$ cat config.mk
export PLATFORM = sky130hd
export DESIGN_NAME = pzcorebus_axi2corebus_simple_bridge
export DESIGN_NICKNAME = d
export VERILOG_FILES = /design/src/rtl/pzcorebus_axi2corebus_simple_bridge.sv
export SDC_FILE = /design/constraint.sdc
export NUM_CORES = 1
export LEC_CHECK = 0
export BUFFER_PORTS_ARGS = -buffer_cell sky130_fd_sc_hd__buf_2
export CORE_AREA = 2 2 124 126
export CTS_BUF_LIST = sky130_fd_sc_hd__clkbuf_8
export DETAILED_ROUTE_END_ITERATION = 10
export DIE_AREA = 0 0 126 128
export GPL_TIMING_DRIVEN = 0
export MAX_ROUTING_LAYER = met4
export PLACE_DENSITY = 0.62
export SKIP_LAST_GASP = 1
export SLEW_MARGIN = 20
export SYNTH_ARGS = -nofsm -noshare
export SYNTH_HDL_FRONTEND = slang
export SYNTH_SLANG_ARGS = --single-unit
$ cat constraint.sdc
create_clock -name i_clk -period 3.6 [get_ports i_clk]
set_input_delay 0 -clock i_clk [delete_from_list [all_inputs] [get_ports i_clk]]
set_output_delay 0 -clock i_clk [all_outputs]
set_load 0.005 [all_outputs]
$ cat src/rtl/pzcorebus_axi2corebus_simple_bridge.sv
// rtl/pzcorebus_axi2corebus_simple_bridge.sv - AXI4 slave to corebus master bridge with posted writes
`timescale 1ns/1ps
module pzcorebus_axi2corebus_simple_bridge #(
  parameter int ID_WIDTH               = 4,
  parameter int AXI_ADDR_WIDTH         = 32,
  parameter int COREBUS_ADDR_WIDTH     = 32,
  parameter int DATA_WIDTH             = 32,
  parameter int LENGTH_WIDTH           = 8,
  parameter int MAX_OUTSTANDING_WRITES = 4,
  parameter bit SVA_CHECKER            = 1
)(
  input  logic                          i_clk,
  input  logic                          i_rst_n,
  input  logic                          axi_awvalid,
  output logic                          axi_awready,
  input  logic [ID_WIDTH-1:0]           axi_awid,
  input  logic [AXI_ADDR_WIDTH-1:0]     axi_awaddr,
  input  logic [7:0]                    axi_awlen,
  input  logic [2:0]                    axi_awsize,
  input  logic [1:0]                    axi_awburst,
  input  logic                          axi_wvalid,
  output logic                          axi_wready,
  input  logic [DATA_WIDTH-1:0]         axi_wdata,
  input  logic [DATA_WIDTH/8-1:0]       axi_wstrb,
  input  logic                          axi_wlast,
  output logic                          axi_bvalid,
  input  logic                          axi_bready,
  output logic [ID_WIDTH-1:0]           axi_bid,
  output logic [1:0]                    axi_bresp,
  input  logic                          axi_arvalid,
  output logic                          axi_arready,
  input  logic [ID_WIDTH-1:0]           axi_arid,
  input  logic [AXI_ADDR_WIDTH-1:0]     axi_araddr,
  input  logic [7:0]                    axi_arlen,
  input  logic [2:0]                    axi_arsize,
  input  logic [1:0]                    axi_arburst,
  output logic                          axi_rvalid,
  input  logic                          axi_rready,
  output logic [ID_WIDTH-1:0]           axi_rid,
  output logic [DATA_WIDTH-1:0]         axi_rdata,
  output logic [1:0]                    axi_rresp,
  output logic                          axi_rlast,
  output logic                          corebus_mcmd_valid,
  input  logic                          corebus_scmd_accept,
  output logic [1:0]                    corebus_mcmd,
  output logic [ID_WIDTH-1:0]           corebus_mid,
  output logic [COREBUS_ADDR_WIDTH-1:0] corebus_maddr,
  output logic [LENGTH_WIDTH-1:0]       corebus_mlength,
  output logic                          corebus_mdata_valid,
  input  logic                          corebus_sdata_accept,
  output logic [DATA_WIDTH-1:0]         corebus_mdata,
  output logic [DATA_WIDTH/8-1:0]       corebus_mdata_byteen,
  output logic                          corebus_mdata_last,
  input  logic                          corebus_sresp_valid,
  output logic                          corebus_mresp_accept,
  input  logic                          corebus_sresp,
  input  logic [ID_WIDTH-1:0]           corebus_sid,
  input  logic                          corebus_serror,
  input  logic [DATA_WIDTH-1:0]         corebus_sdata,
  input  logic [1:0]                    corebus_sresp_last
);
  localparam logic [1:0] PZCOREBUS_READ               = 2'b01;
  localparam logic [1:0] PZCOREBUS_WRITE              = 2'b10;
  localparam logic       PZCOREBUS_RESPONSE_WITH_DATA = 1'b1;
  localparam logic [1:0] AXI_OKAY                     = 2'b00;
  localparam logic [1:0] AXI_SLVERR                   = 2'b10;
  localparam logic [1:0] AXI_INCR                     = 2'b01;
  localparam logic [2:0] FULL_SIZE = 3'($clog2(DATA_WIDTH / 8));
  localparam int CNT_WIDTH      = $clog2(MAX_OUTSTANDING_WRITES + 1);
  localparam int PTR_WIDTH      = (MAX_OUTSTANDING_WRITES > 1) ? $clog2(MAX_OUTSTANDING_WRITES) : 1;
  localparam int ADDR_EXT_WIDTH = (AXI_ADDR_WIDTH > COREBUS_ADDR_WIDTH) ? AXI_ADDR_WIDTH : COREBUS_ADDR_WIDTH;
  localparam logic [CNT_WIDTH-1:0] FIFO_DEPTH    = CNT_WIDTH'(MAX_OUTSTANDING_WRITES);
  localparam logic [PTR_WIDTH-1:0] LAST_FIFO_PTR = PTR_WIDTH'(MAX_OUTSTANDING_WRITES - 1);

  logic                      lock_valid;
  logic                      lock_aw;
  logic                      prio_aw;
  logic                      sel_aw;
  logic                      aw_eligible;
  logic                      ar_eligible;
  logic                      cmd_valid;
  logic                      aw_hs;
  logic                      ar_hs;
  logic                      w_hs;
  logic                      wlast_hs;
  logic                      b_hs;
  logic                      data_gate;
  logic                      fifo_full;
  logic                      read_resp;
  logic [8:0]                burst_length;
  logic [ADDR_EXT_WIDTH-1:0] addr_ext;
  logic [CNT_WIDTH-1:0]      data_credit;
  logic [CNT_WIDTH-1:0]      done_count;
  logic [CNT_WIDTH-1:0]      fifo_count;
  logic [PTR_WIDTH-1:0]      wr_ptr;
  logic [PTR_WIDTH-1:0]      rd_ptr;
  logic [ID_WIDTH-1:0]       id_fifo [MAX_OUTSTANDING_WRITES];
  logic                      unused_inputs;

  function automatic logic [PTR_WIDTH-1:0] ptr_next(input logic [PTR_WIDTH-1:0] ptr);
    return (ptr == LAST_FIFO_PTR) ? '0 : ptr + 1'b1;
  endfunction

  assign fifo_full   = fifo_count == FIFO_DEPTH;
  assign aw_eligible = axi_awvalid && !fifo_full;
  assign ar_eligible = axi_arvalid;

  // A command already presented but not accepted keeps its side until scmd_accept.
  always_comb begin
    sel_aw = aw_eligible;
    if (lock_valid) begin
      sel_aw = lock_aw;
    end else if (aw_eligible && ar_eligible) begin
      sel_aw = prio_aw;
    end
  end

  // Command valid is gated by reset so an asserted reset silences the command channel at once.
  assign cmd_valid    = i_rst_n && (sel_aw ? aw_eligible : ar_eligible);
  assign aw_hs        = cmd_valid && sel_aw && corebus_scmd_accept;
  assign ar_hs        = cmd_valid && !sel_aw && corebus_scmd_accept;
  assign axi_awready  = aw_hs;
  assign axi_arready  = ar_hs;
  assign burst_length = {1'b0, (sel_aw ? axi_awlen : axi_arlen)} + 9'd1;
  assign addr_ext     = ADDR_EXT_WIDTH'(sel_aw ? axi_awaddr : axi_araddr);

  assign corebus_mcmd_valid = cmd_valid;
  assign corebus_mcmd       = sel_aw ? PZCOREBUS_WRITE : PZCOREBUS_READ;
  assign corebus_mid        = sel_aw ? axi_awid : axi_arid;
  assign corebus_maddr      = addr_ext[COREBUS_ADDR_WIDTH-1:0];
  assign corebus_mlength    = LENGTH_WIDTH'(burst_length);

  // Write data may only flow once its command has been issued, at the earliest in the same cycle.
  assign data_gate            = (data_credit != '0) || aw_hs;
  assign corebus_mdata_valid  = axi_wvalid && data_gate;
  assign axi_wready           = corebus_sdata_accept && data_gate;
  assign corebus_mdata        = axi_wdata;
  assign corebus_mdata_byteen = axi_wstrb;
  assign corebus_mdata_last   = axi_wlast;
  assign w_hs                 = axi_wvalid && axi_wready;
  assign wlast_hs             = w_hs && axi_wlast;

  assign axi_bvalid = done_count != '0;
  assign axi_bid    = id_fifo[rd_ptr];
  assign axi_bresp  = AXI_OKAY;
  assign b_hs       = axi_bvalid && axi_bready;

  // Write-type responses never belong to an AXI transaction and are silently consumed.
  assign read_resp            = corebus_sresp == PZCOREBUS_RESPONSE_WITH_DATA;
  assign axi_rvalid           = corebus_sresp_valid && read_resp;
  assign axi_rid              = corebus_sid;
  assign axi_rdata            = corebus_sdata;
  assign axi_rresp            = corebus_serror ? AXI_SLVERR : AXI_OKAY;
  assign axi_rlast            = corebus_sresp_last[0];
  assign corebus_mresp_accept = read_resp ? axi_rready : 1'b1;

  always_ff @(posedge i_clk or negedge i_rst_n) begin
    if (!i_rst_n) begin
      lock_valid  <= 1'b0;
      lock_aw     <= 1'b0;
      prio_aw     <= 1'b0;
      data_credit <= '0;
      done_count  <= '0;
      fifo_count  <= '0;
      wr_ptr      <= '0;
      rd_ptr      <= '0;
    end else begin
      lock_valid  <= cmd_valid && !corebus_scmd_accept;
      lock_aw     <= sel_aw;
      if (cmd_valid && corebus_scmd_accept) begin
        prio_aw <= !sel_aw;
      end
      data_credit <= data_credit + CNT_WIDTH'(aw_hs) - CNT_WIDTH'(wlast_hs);
      done_count  <= done_count + CNT_WIDTH'(wlast_hs) - CNT_WIDTH'(b_hs);
      fifo_count  <= fifo_count + CNT_WIDTH'(aw_hs) - CNT_WIDTH'(b_hs);
      if (aw_hs) begin
        wr_ptr <= ptr_next(wr_ptr);
      end
      if (b_hs) begin
        rd_ptr <= ptr_next(rd_ptr);
      end
    end
  end

  always_ff @(posedge i_clk) begin
    if (aw_hs) begin
      id_fifo[wr_ptr] <= axi_awid;
    end
  end

  assign unused_inputs = ^{corebus_sresp_last[1], axi_awsize, axi_awburst, axi_arsize, axi_arburst};

  if (SVA_CHECKER) begin : g_sva
    ast_aw_incr_full: assert property (@(posedge i_clk) disable iff (!i_rst_n)
      axi_awvalid |-> (axi_awburst == AXI_INCR) && (axi_awsize == FULL_SIZE));
    ast_ar_incr_full: assert property (@(posedge i_clk) disable iff (!i_rst_n)
      axi_arvalid |-> (axi_arburst == AXI_INCR) && (axi_arsize == FULL_SIZE));
    ast_no_write_resp: assert property (@(posedge i_clk) disable iff (!i_rst_n)
      corebus_sresp_valid |-> read_resp);
    ast_credit_range: assert property (@(posedge i_clk) disable iff (!i_rst_n)
      !((data_credit == '0) && wlast_hs && !aw_hs) && !((data_credit == FIFO_DEPTH) && aw_hs && !wlast_hs));
    ast_done_range: assert property (@(posedge i_clk) disable iff (!i_rst_n)
      !((done_count == FIFO_DEPTH) && wlast_hs && !b_hs));
    ast_fifo_range: assert property (@(posedge i_clk) disable iff (!i_rst_n)
      !(fifo_full && aw_hs) && !((fifo_count == '0) && b_hs));
  end
endmodule

==> results of run 1 <==
power by group:
part           internal (mW)  switching, mW  leakage (nW)
clock                  0.131          0.129        0.0454
sequential             0.484         0.0943         0.336
combinational          0.578          0.436          1.92
total                   1.19          0.659          2.30
cell families after synthesis:
| logic type | Yosys count | synth area share, % |
|---|---|---|
| xor+xnor | 17 | 5.149 |
| compound gates | 12 | 4.240 |
| fa+ha+maj | 15 | 7.270 |
| mux | 49 | 20.42 |
| flops | 32 | 30.46 |
| simple gates | 41 | 7.573 |
| other cells | 1 | 0.1297 |
| buf+inv | 103 | 24.75 |
layout make-up:
type	count	area share, %
antenna	2	0.1126
buffer	84	14.44
clock buffer	5	1.548
clock inverter	3	0.3097
inverter	19	1.661
multi-input combinational	137	29.31
sequential	32	19.82
tap	188	5.293
timing repair buffer	238	27.51
flip-flops by register name (all words and copies together) (netlist names):
name,count
data_credit,3
fifo_count,3
rd_ptr,2
wr_ptr,2
lock_aw,1
lock_valid,1
prio_aw,1
done_count,3
id_fifo,16
layout by cell type, fill, tap and decap left out, types with 5 or more instances in the layout:
master and instances:
buf_2 232, buf_4 79, mux2_2 36, inv_1 18
dfrtp_1 16, edfxtp_1 16, xnor2_1 13, ha_1 12
nand2_1 8, nor2_1 8, nand3_1 6, buf_6 5
mux2i_1 5, and2_1 5, clkbuf_8 5, dlygate4sd3_1 5
per-layer routing:
| metal | up-vias | wire, um | GRT usage [%] |
|---|---|---|---|
| met5 | - | 0 | - |
| met4 | 0 | 523 | 6.852 |
| met3 | 18 | 628 | 1.920 |
| met2 | 139 | 5731 | 22.23 |
| met1 | 1275 | 3996 | 14.03 |
| li1 | 1329 | - | - |
final timing paths:
path / from / end / slack (ps) / cells after the start
worst min-delay path: axi_awid[2] / id_fifo[0][2] / 10 / 1
worst max register to register: fifo_count[2] / data_credit[2] / 720 / 10
worst max-delay path: i_rst_n / data_credit[2] / 680 / 11
worst min register to register: done_count[2] / done_count[2] / 470 / 1
min in group asynchronous: i_rst_n / done_count[1] / 190 / 2
max in group asynchronous: i_rst_n / wr_ptr[1] / 3110 / 2
==> reports/results.ini, run 1 <==
[status]
outcome=completed

[clock_network]
cts_max_level=2
cts.sinks=32
holdBufCountCts=5
clock_latency_ps=280
cts_buffer_depth=2
postCtsSetupBuffers=0
cts_resized=0
ctsRootBufferMaster=clkbuf_8
cts_tree=done
cts.reportedPaths.clkPinSlew_ps=70
cts_buffers=5

[timing]
final_hold_viol_count=0
setup_tns_ps=0
fmaxAchievable_mhz=342.9
tightestPinTransition_ps=797.7
max-slew-margin-rel_pct=46.72
period_minus_slack_ps=2916
maxSlewViolCount=0
rsz0062_at_grt=no
whs_ps=11.06
setup_viol=0
finalWorstSetupSlack_ps=683.9
finalCritPeriodShare_pct=81.00
skew_ps=10.23

[layout]
regArea_um2=880.8
fin_cells=708
finalInstanceArea_um2=4444
fill_cells=1596
utilization_pct=29.90
area_growth_pct=53.70
layout.nets=717
multi_input_area_um2=1303
drive_above_1_share_pct=71.04

[global_routing]
grt_first_pass_wirelength_um=14870
grtUsageTotal_pct=12.74
grt_max_degree=21
antenna_found_initial=3
overflow=0
grt_pass1_vias=2572

[pwr]
vdd_ir_drop_max_mv=0.1696
p_per_area_nw_per_um2=416.5
p_leak_nw=2.301
p_total_mw=1.851

[setup_path]
cpPeakStageDelay_ps=720
crit_type=input port to flip-flop
start_kind=input port
crit_required_ps=3800
cp-end-kind=flip-flop
critPathTopFamily=compound AO/OA/AOI/OAI gates
worstPathArrival_ps=3110
worst-path-buf-inv=3
path_cells=dlygate4sd3_1, buf_2, nand4b_1, a211oi_2, o41a_1, ha_1, inv_1, ha_1, fa_1, xnor2_1, xnor2_1
path_max_fanout=20
slowest_stage=a211oi_2

[detailed_routing]
initialDrtViolationCount=138
drtPass1Iterations=4
routedWlPerCell_um=15.37
via_count=2761
ant_nets=0
wl_um=10880
drc=0
vias_per_cell=3.900

[synth]
ys_warn_count=0
synth_area_um2=2892
synth_edf_count=16
synth-async-reset-ratio_pct=50.00
syn_inst=270
yosysMostFrequentCell=buf_4
synth_top_cell_area_share_pct=20.51
avgSynthCellArea_um2=10.71
yosys_most_used_dff=edfxtp_1
yosys-top-cells-count=79 x buf_4, 36 x mux2_2, 18 x inv_1, 16 x dfrtp_1, 16 x edfxtp_1
ys_types=37
seq_area_frac_synth_pct=30.46
synth-seq-cells=32
synthTopCellsByArea=buf_4 21%, edfxtp_1 17%, mux2_2 14%
synth_top_area_cell=buf_4

[floorplanning]
dieArea_um2=16130
io_pins=321
die_w_um=126
core_region_area_um2=14860
initial_utilization_pct=19.45
die_h_um=128
num_rows=45

[placed_design]
port_buffers=232
place.detailed.hpwl_um=9618
pre_cts_slack_ps=421.7
place_area_um2=4295
gp_congestion=0.7930
placed_cells=692

[flow_run]
drv_cap=0

[hold_path]
min_path_type=input port to flip-flop

Note: power is estimated with default switching activity, not from simulation.
==> run 2: changes to the inputs <==
Settings changed: ABC_AREA set to 1, CORE_AREA 2 2 124 126 to 2 2 126 128, DIE_AREA 0 0 126 128 to 0 0 128 130, PLACE_DENSITY 0.62 to 0.61.
Clock period 3.6 ns to 2.7 ns, I/O delays scaled along.
==> run 2 against run 1 <==
Routed wire length fell by 13%; setup slack got worse by 500 ps; register-to-register slack got worse by 540 ps; final cell count rose by 20%; critical endpoint unchanged; count of clock-buffer cells in the layout did not move; critical path depth rose by 5; worst hold slack improved by 32 ps; synthesized area rose by 3.3%; sequential power rose by 25%; power rose by 48%; critical path type is now flip-flop to flip-flop; highest routed layer unchanged; non-clock buffer count rose by 11.
==> reports/results.ini, run 2 <==
[clock_network]
cts_max_level=2  ; unchanged
cts_tree=done  ; unchanged
ctsRootBufferMaster=clkbuf_8  ; unchanged
cts.sinks=32  ; unchanged
cts_buffer_depth=2  ; unchanged
cts.reportedPaths.clkPinSlew_ps=60  ; was 70 ps
clock_latency_ps=280  ; about the same
cts_buffers=5  ; unchanged

[setup_path]
path_max_fanout=4  ; was 20
r2r_slack_ps=180  ; was 720 ps
reg2regPathDepth=16  ; was 10
r2r_start=fifo_count[1]  ; was fifo_count[2]
crit_type=flip-flop to flip-flop  ; was input port to flip-flop
crit_required_ps=2910  ; was 3800 ps
start_kind=flip-flop  ; was input port
cp-end-kind=flip-flop  ; unchanged
r2r_end=data_credit[2]  ; unchanged
worstPathArrival_ps=2720  ; was 3110 ps

[detailed_routing]
ant_nets=0  ; unchanged
wl_um=9467  ; was 10880 um
via_count=3178  ; was 2761
initialDrtViolationCount=121  ; was 138
vias_per_cell=3.730  ; was 3.900
drc=0  ; unchanged
drtPass1Iterations=4  ; unchanged
routedWlPerCell_um=11.11  ; was 15.37 um

[synth]
ys_types=33  ; was 37
avgSynthCellArea_um2=7.323  ; was 10.71 um2
ys_warn_count=0  ; unchanged
synth_top_area_cell=buf_4  ; unchanged
synthTopCellsByArea=buf_4 21%, nand2_1 18%, edfxtp_1 16%  ; was buf_4 21%, edfxtp_1 17%, mux2_2 14%
synth-seq-cells=32  ; unchanged
synth_edf_count=16  ; unchanged
synth-async-reset-ratio_pct=50.00  ; unchanged
seq_area_frac_synth_pct=29.48  ; was 30.46%
yosys_most_used_dff=edfxtp_1  ; unchanged
synth_area_um2=2988  ; was 2892 um2
yosysMostFrequentCell=nand2_1  ; was buf_4
synth_top_cell_area_share_pct=20.60  ; was 20.51%
yosys-top-cells-count=147 x nand2_1, 82 x buf_4, 35 x inv_1, 21 x nor2_1  ; was 79 x buf_4, 36 x mux2_2, 18 x inv_1, 16 x dfrtp_1, 16 x edfxtp_1
syn_inst=408  ; was 270

[floorplanning]
die_h_um=130  ; was 128 um
num_rows=46  ; was 45
dieArea_um2=16640  ; was 16130 um2
initial_utilization_pct=19.37  ; was 19.45%
io_pins=321  ; unchanged
die_w_um=128  ; was 126 um
core_region_area_um2=15420  ; was 14860 um2

[global_routing]
overflow=0  ; unchanged
grt_first_pass_wirelength_um=13110  ; was 14870 um
grtUsageTotal_pct=10.50  ; was 12.74%
grt_max_degree=18  ; was 21
grt_pass1_vias=2717  ; was 2572
antenna_found_initial=0  ; was 3

[timing]
fmaxAchievable_mhz=397.3
finalCritPeriodShare_pct=93.22
period_minus_slack_ps=2517
rsz0062_at_grt=no  ; unchanged
final_hold_viol_count=0  ; unchanged
max-slew-margin-rel_pct=51.22  ; was 46.72%
maxSlewViolCount=0  ; unchanged
tightestPinTransition_ps=725.3  ; was 797.7 ps
setup_viol=0  ; unchanged
skew_ps=3.006  ; was 10.23 ps
whs_ps=43.38  ; was 11.06 ps

[layout]
largest_reg_flops=16  ; unchanged
largest_register=id_fifo  ; unchanged
area_growth_pct=53.18  ; was 53.70%
fin_cells=852  ; was 708
final_cell_mix=237 x buf_2, 147 x nand2_1, 87 x buf_4  ; was 232 x buf_2, 79 x buf_4, 36 x mux2_2
drive_above_1_share_pct=53.64  ; was 71.04%
final_common_cell=buf_2  ; unchanged
finalInstanceArea_um2=4577  ; was 4444 um2
layout.nets=859  ; was 717
diodes=0  ; was 2
utilization_pct=29.67  ; was 29.90%

[hold_path]
min_path_type=input port to flip-flop  ; unchanged
hold-path-endpoint=id_fifo[3][3]  ; was id_fifo[0][2]
hold_path_depth=1  ; unchanged
min_from=axi_awid[3]  ; was axi_awid[2]

[flow_run]
drv_cap=0  ; unchanged

[pwr]
p_total_mw=2.732  ; was 1.851 mW
p_leak_nw=2.688  ; was 2.301 nW
p_per_area_nw_per_um2=596.9  ; was 416.5 nW/um2
vdd_ir_drop_max_mv=0.1964  ; was 0.1696 mV

[placed_design]
place.detailed.hpwl_um=8171  ; was 9618 um
port_buffers=232  ; unchanged
gp_congestion=0.8170  ; was 0.7930
placed_cells=834  ; was 692
place_area_um2=4397  ; was 4295 um2

[status]
outcome=completed  ; unchanged

## run 2: cell types whose count changed after synthesis, sizes merged, moves of 7 or more
cell	delta
buf	+7
nand2	+148
inv	+18
o21ai	+13
nor2	+16
mux2	-40
xnor2	-9
## run 2: cell families (layout without fill, tap and decap cells)
kind of cell / after synthesis / count (layout) / synth area share, %
buffers and inverters: 128 / 378 / 27.64
AO/OA/AOI/OAI: 23 / 23 / 4.313
AND/OR/NAND/NOR: 200 / 200 / 28.77
adder cells (fa/ha/maj): 15 / 15 / 7.035
XOR/XNOR: 9 / 9 / 2.638
other: 1 / 3 / 0.1255
flip-flops: 32 / 32 / 29.48
## run 2: final cells by class
class                   count  area (um2)
plain buffers              91       686.9
clock buffers               5       68.82
clock inverters             3       13.76
fillers                  1706       10850
inverters                  37       138.9
multi-input cells         250        1299
flip-flops and latches     32       880.8
well taps                 192       240.2
repair buffers            242        1249
## run 2: timing repair
action,CTS,global route
hold buffers,5,0
hold endpoints to repair,29,0
endpoints found under the setup margin,1,1
buffers inserted,1,4
pin swaps,0,4
gates resized for setup,0,2
## run 2: worst max path at each step
stage / from / endpoint / slack [ps] / cells after the start
finish: fifo_count[1] / data_credit[2] / 180 / 16
global route: fifo_count[0] / data_credit[2] / 10 / 16
CTS: fifo_count[2] / data_credit[2] / 40 / 14
detailed placement: fifo_count[1] / data_credit[2] / -7 / 15
global placement: fifo_count[1] / data_credit[2] / 5 / 15
floorplan: fifo_count[1] / data_credit[2] / 280 / 15
## run 2: through the flow
step	TNS [ps]	setup slack, ps
6_report	0	183.2
5_1_grt	0	14.70
4_1_cts	0	38.37
3_5_place_dp	-7.141	-7.141
3_3_place_gp	0	4.954
2_1_floorplan	0	279.0
## run 2: worst max-delay path, cell delays in order, from the launching register on
cell      delay, ps
dfrtp_1         390
nor2_1           90
nand2_1         110
nand3_4         130
nand3b_1         80
nand2_1         100
inv_2            60
nand3_4          90
nand2_1          50
nand2_1          80
nor2_2           50
ha_1            260
inv_1            40
ha_1            180
fa_1            380
xnor2_1         190
xor2_1          150
## run 2: per-layer routing
| layer | up-vias | global-route usage [%] | share of wire (%) |
|---|---|---|---|
| li1 | 1670 | - | - |
| met1 | 1323 | 12.11 | 40 |
| met2 | 179 | 19.38 | 52 |
| met3 | 6 | 1.353 | 7.5 |
| met4 | 0 | 2.521 | 0.87 |
| met5 | - | - | 0 |
## run 2: power breakdown
group	switching [mW]	internal, mW
logic	0.902	0.767
clock network	0.167	0.174
registers	0.0797	0.641
==> run 3: changes to the inputs <==
Settings changed: ABC_AREA 1 to 0, CORE_AREA 2 2 126 128 to 2 2 124 126, DIE_AREA 0 0 128 130 to 0 0 126 128, PLACE_DENSITY 0.61 to 0.62.
==> run 3 against run 2 <==
The run now ends with negative setup slack left; critical path depth shrank 6; sequential power is 7.1% higher; clock power grew 1%; fmax shrank 7.8%; non-clock buffer count unchanged; routed wire length increased by 18%; sequential cell count is the same; sequential share of layout area increased by 0.13 points; global-route usage rose by 2.4 points; final cell count down 15%; utilization rose by 0.95 points; count of clock-buffer cells in the layout is the same; critical path type unchanged; critical endpoint unchanged; largest cell class unchanged.
==> reports/results.ini, run 3 (synthesis results as in run 1) <==
[clock_network]
cts_buffers=5  ; unchanged
cts.sinks=32  ; unchanged
clock_latency_ps=280  ; about the same
cts_tree=done  ; unchanged
cts_buffer_depth=2  ; unchanged
ctsRootBufferMaster=clkbuf_8  ; unchanged
cts_max_level=2  ; unchanged
cts.reportedPaths.clkPinSlew_ps=70  ; was 60 ps

[placed_design]
place.detailed.hpwl_um=9618  ; was 8171 um
pre_cts_slack_ps=-478.3  ; was -7.141 ps
port_buffers=232  ; unchanged
gp_congestion=0.7930  ; was 0.8170

[floorplanning]
initial_utilization_pct=19.45  ; was 19.37%
io_pins=321  ; unchanged
die_h_um=128  ; was 130 um
num_rows=45  ; was 46
die_w_um=126  ; was 128 um
core_region_area_um2=14860  ; was 15420 um2
dieArea_um2=16130  ; was 16640 um2

[timing]
fmaxAchievable_mhz=366.4  ; was 397.3 MHz
setup_tns_ps=-29.44  ; was 0 ps
maxSlewViolCount=0  ; unchanged
rsz0062_at_grt=yes  ; was no
final_hold_viol_count=0  ; unchanged
finalWorstSetupSlack_ps=-29.44  ; was 183.2 ps
skew_ps=8.775  ; was 3.006 ps
whs_ps=14.58  ; was 43.38 ps
max-slew-margin-rel_pct=51.78  ; was 51.22%
tightestPinTransition_ps=720.9  ; was 725.3 ps
setup_viol=1  ; was 0
period_minus_slack_ps=2729  ; was 2517 ps
finalCritPeriodShare_pct=101.1  ; was 93.22%

[global_routing]
overflow=0  ; unchanged
grtUsageTotal_pct=12.90  ; was 10.50%
antenna_found_initial=3  ; was 0
grt_busiest_layer=met2  ; unchanged
grt_max_degree=17  ; was 18
grt_first_pass_wirelength_um=15030  ; was 13110 um
grt.met2_usage_pct=22.45  ; was 19.38%
grt_util_met3_pct=1.920  ; was 1.353%
use_met1_pct=14.30  ; was 12.11%
grt_pass1_vias=2597  ; was 2717

[layout]
largest_reg_flops=16  ; unchanged
largest_register=id_fifo  ; unchanged
utilization_pct=30.62  ; was 29.67%
area_growth_pct=57.42  ; was 53.18%
final_common_cell=buf_2  ; unchanged
layout.nets=728  ; was 859
final_cell_mix=232 x buf_2, 91 x buf_4, 36 x mux2_2  ; was 237 x buf_2, 147 x nand2_1, 87 x buf_4
drive_above_1_share_pct=72.59  ; was 53.64%

[detailed_routing]
initialDrtViolationCount=130  ; was 121
drtPass1Iterations=4  ; unchanged
via_count=2816  ; was 3178
wl_um=11150  ; was 9467 um
routedWlPerCell_um=15.48  ; was 11.11 um
ant_nets=0  ; unchanged
vias_per_cell=3.911  ; was 3.730
drc=0  ; unchanged

[setup_path]
reg2regPathDepth=10  ; was 16
worstPathArrival_ps=2890  ; was 2720 ps
start_kind=flip-flop  ; unchanged
crit_type=flip-flop to flip-flop  ; unchanged
cp-end-kind=flip-flop  ; unchanged
path_max_fanout=6  ; was 4
crit_required_ps=2860  ; was 2910 ps

[status]
violations=negative setup slack
outcome=finished with violations  ; was completed

[flow_run]
drv_cap=0  ; unchanged

[pwr]
vdd_ir_drop_max_mv=0.2567  ; was 0.1964 mV
p_leak_nw=2.360  ; was 2.688 nW
p_per_area_nw_per_um2=562.2  ; was 596.9 nW/um2

[hold_path]
min_path_type=input port to flip-flop  ; unchanged
hold_path_depth=1  ; unchanged

## run 3: stage by stage
stage	cells	instance area (um2)	total power, mW
after floorplan	272	2899	1.631
after global placement	692	4295	2.113
after detailed placement	692	4295	2.136
after CTS	709	4467	2.535
after global routing	718	4547	2.785
final	720	4552	2.559
## run 3: area by class of cell
type | instances | area, um2
fill | 1588 | 10310
multi-input combinational | 137 | 1328
timing repair buffer | 249 | 1301
sequential | 32 | 882.1
buffer | 84 | 641.9
tap | 188 | 235.2
inverter | 19 | 73.82
clock buffer | 5 | 68.82
clock inverter | 3 | 13.76
antenna | 3 | 7.507
## run 3: critical path, stage by stage, from the launching register on
cell and delay, ps:
dfrtp_2 440, nor3b_4 260, nand4b_1 220, a211oi_4 90, o41a_1 460, ha_1 290, inv_1 40, ha_1 180
fa_2 350, xnor2_2 140, xnor2_1 130
## run 3: report_power, final
group | switching, mW | internal, mW | total (mW) | leakage, nW
logic | 0.610 | 0.829 | 1.44 | 1.98
registers | 0.126 | 0.647 | 0.772 | 0.335
clock network | 0.173 | 0.175 | 0.347 | 0.0454
total | 0.909 | 1.65 | 2.56 | 2.36
## run 3: layer usage
metal / part of all wire [%] / vias to the layer above
met2: 53 / 136
met1: 38 / 1309
li1: - / 1355
met4: 3.8 / 0
met5: 0 / -
met3: 5.2 / 16
## run 3: timing repair
item / in CTS / in global routing
resized for setup: 2 / 4
hold buffers: 5 / 0
cloned: 0 / 0
setup endpoints to repair: 6 / 3
hold endpoints to repair: 29 / 0
pin swaps: 3 / 5
buffers inserted: 4 / 8
## run 3: final timing paths
path | start | slack (ps) | to
min in group asynchronous | i_rst_n | 370 | done_count[1]
min reg2reg | done_count[2] | 470 | done_count[2]
max reg2reg | fifo_count[1] | -30 | data_credit[2]
max in group asynchronous | i_rst_n | 1830 | fifo_count[1]
min | axi_awid[2] | 10 | id_fifo[0][2]
max | fifo_count[1] | -30 | data_credit[2]
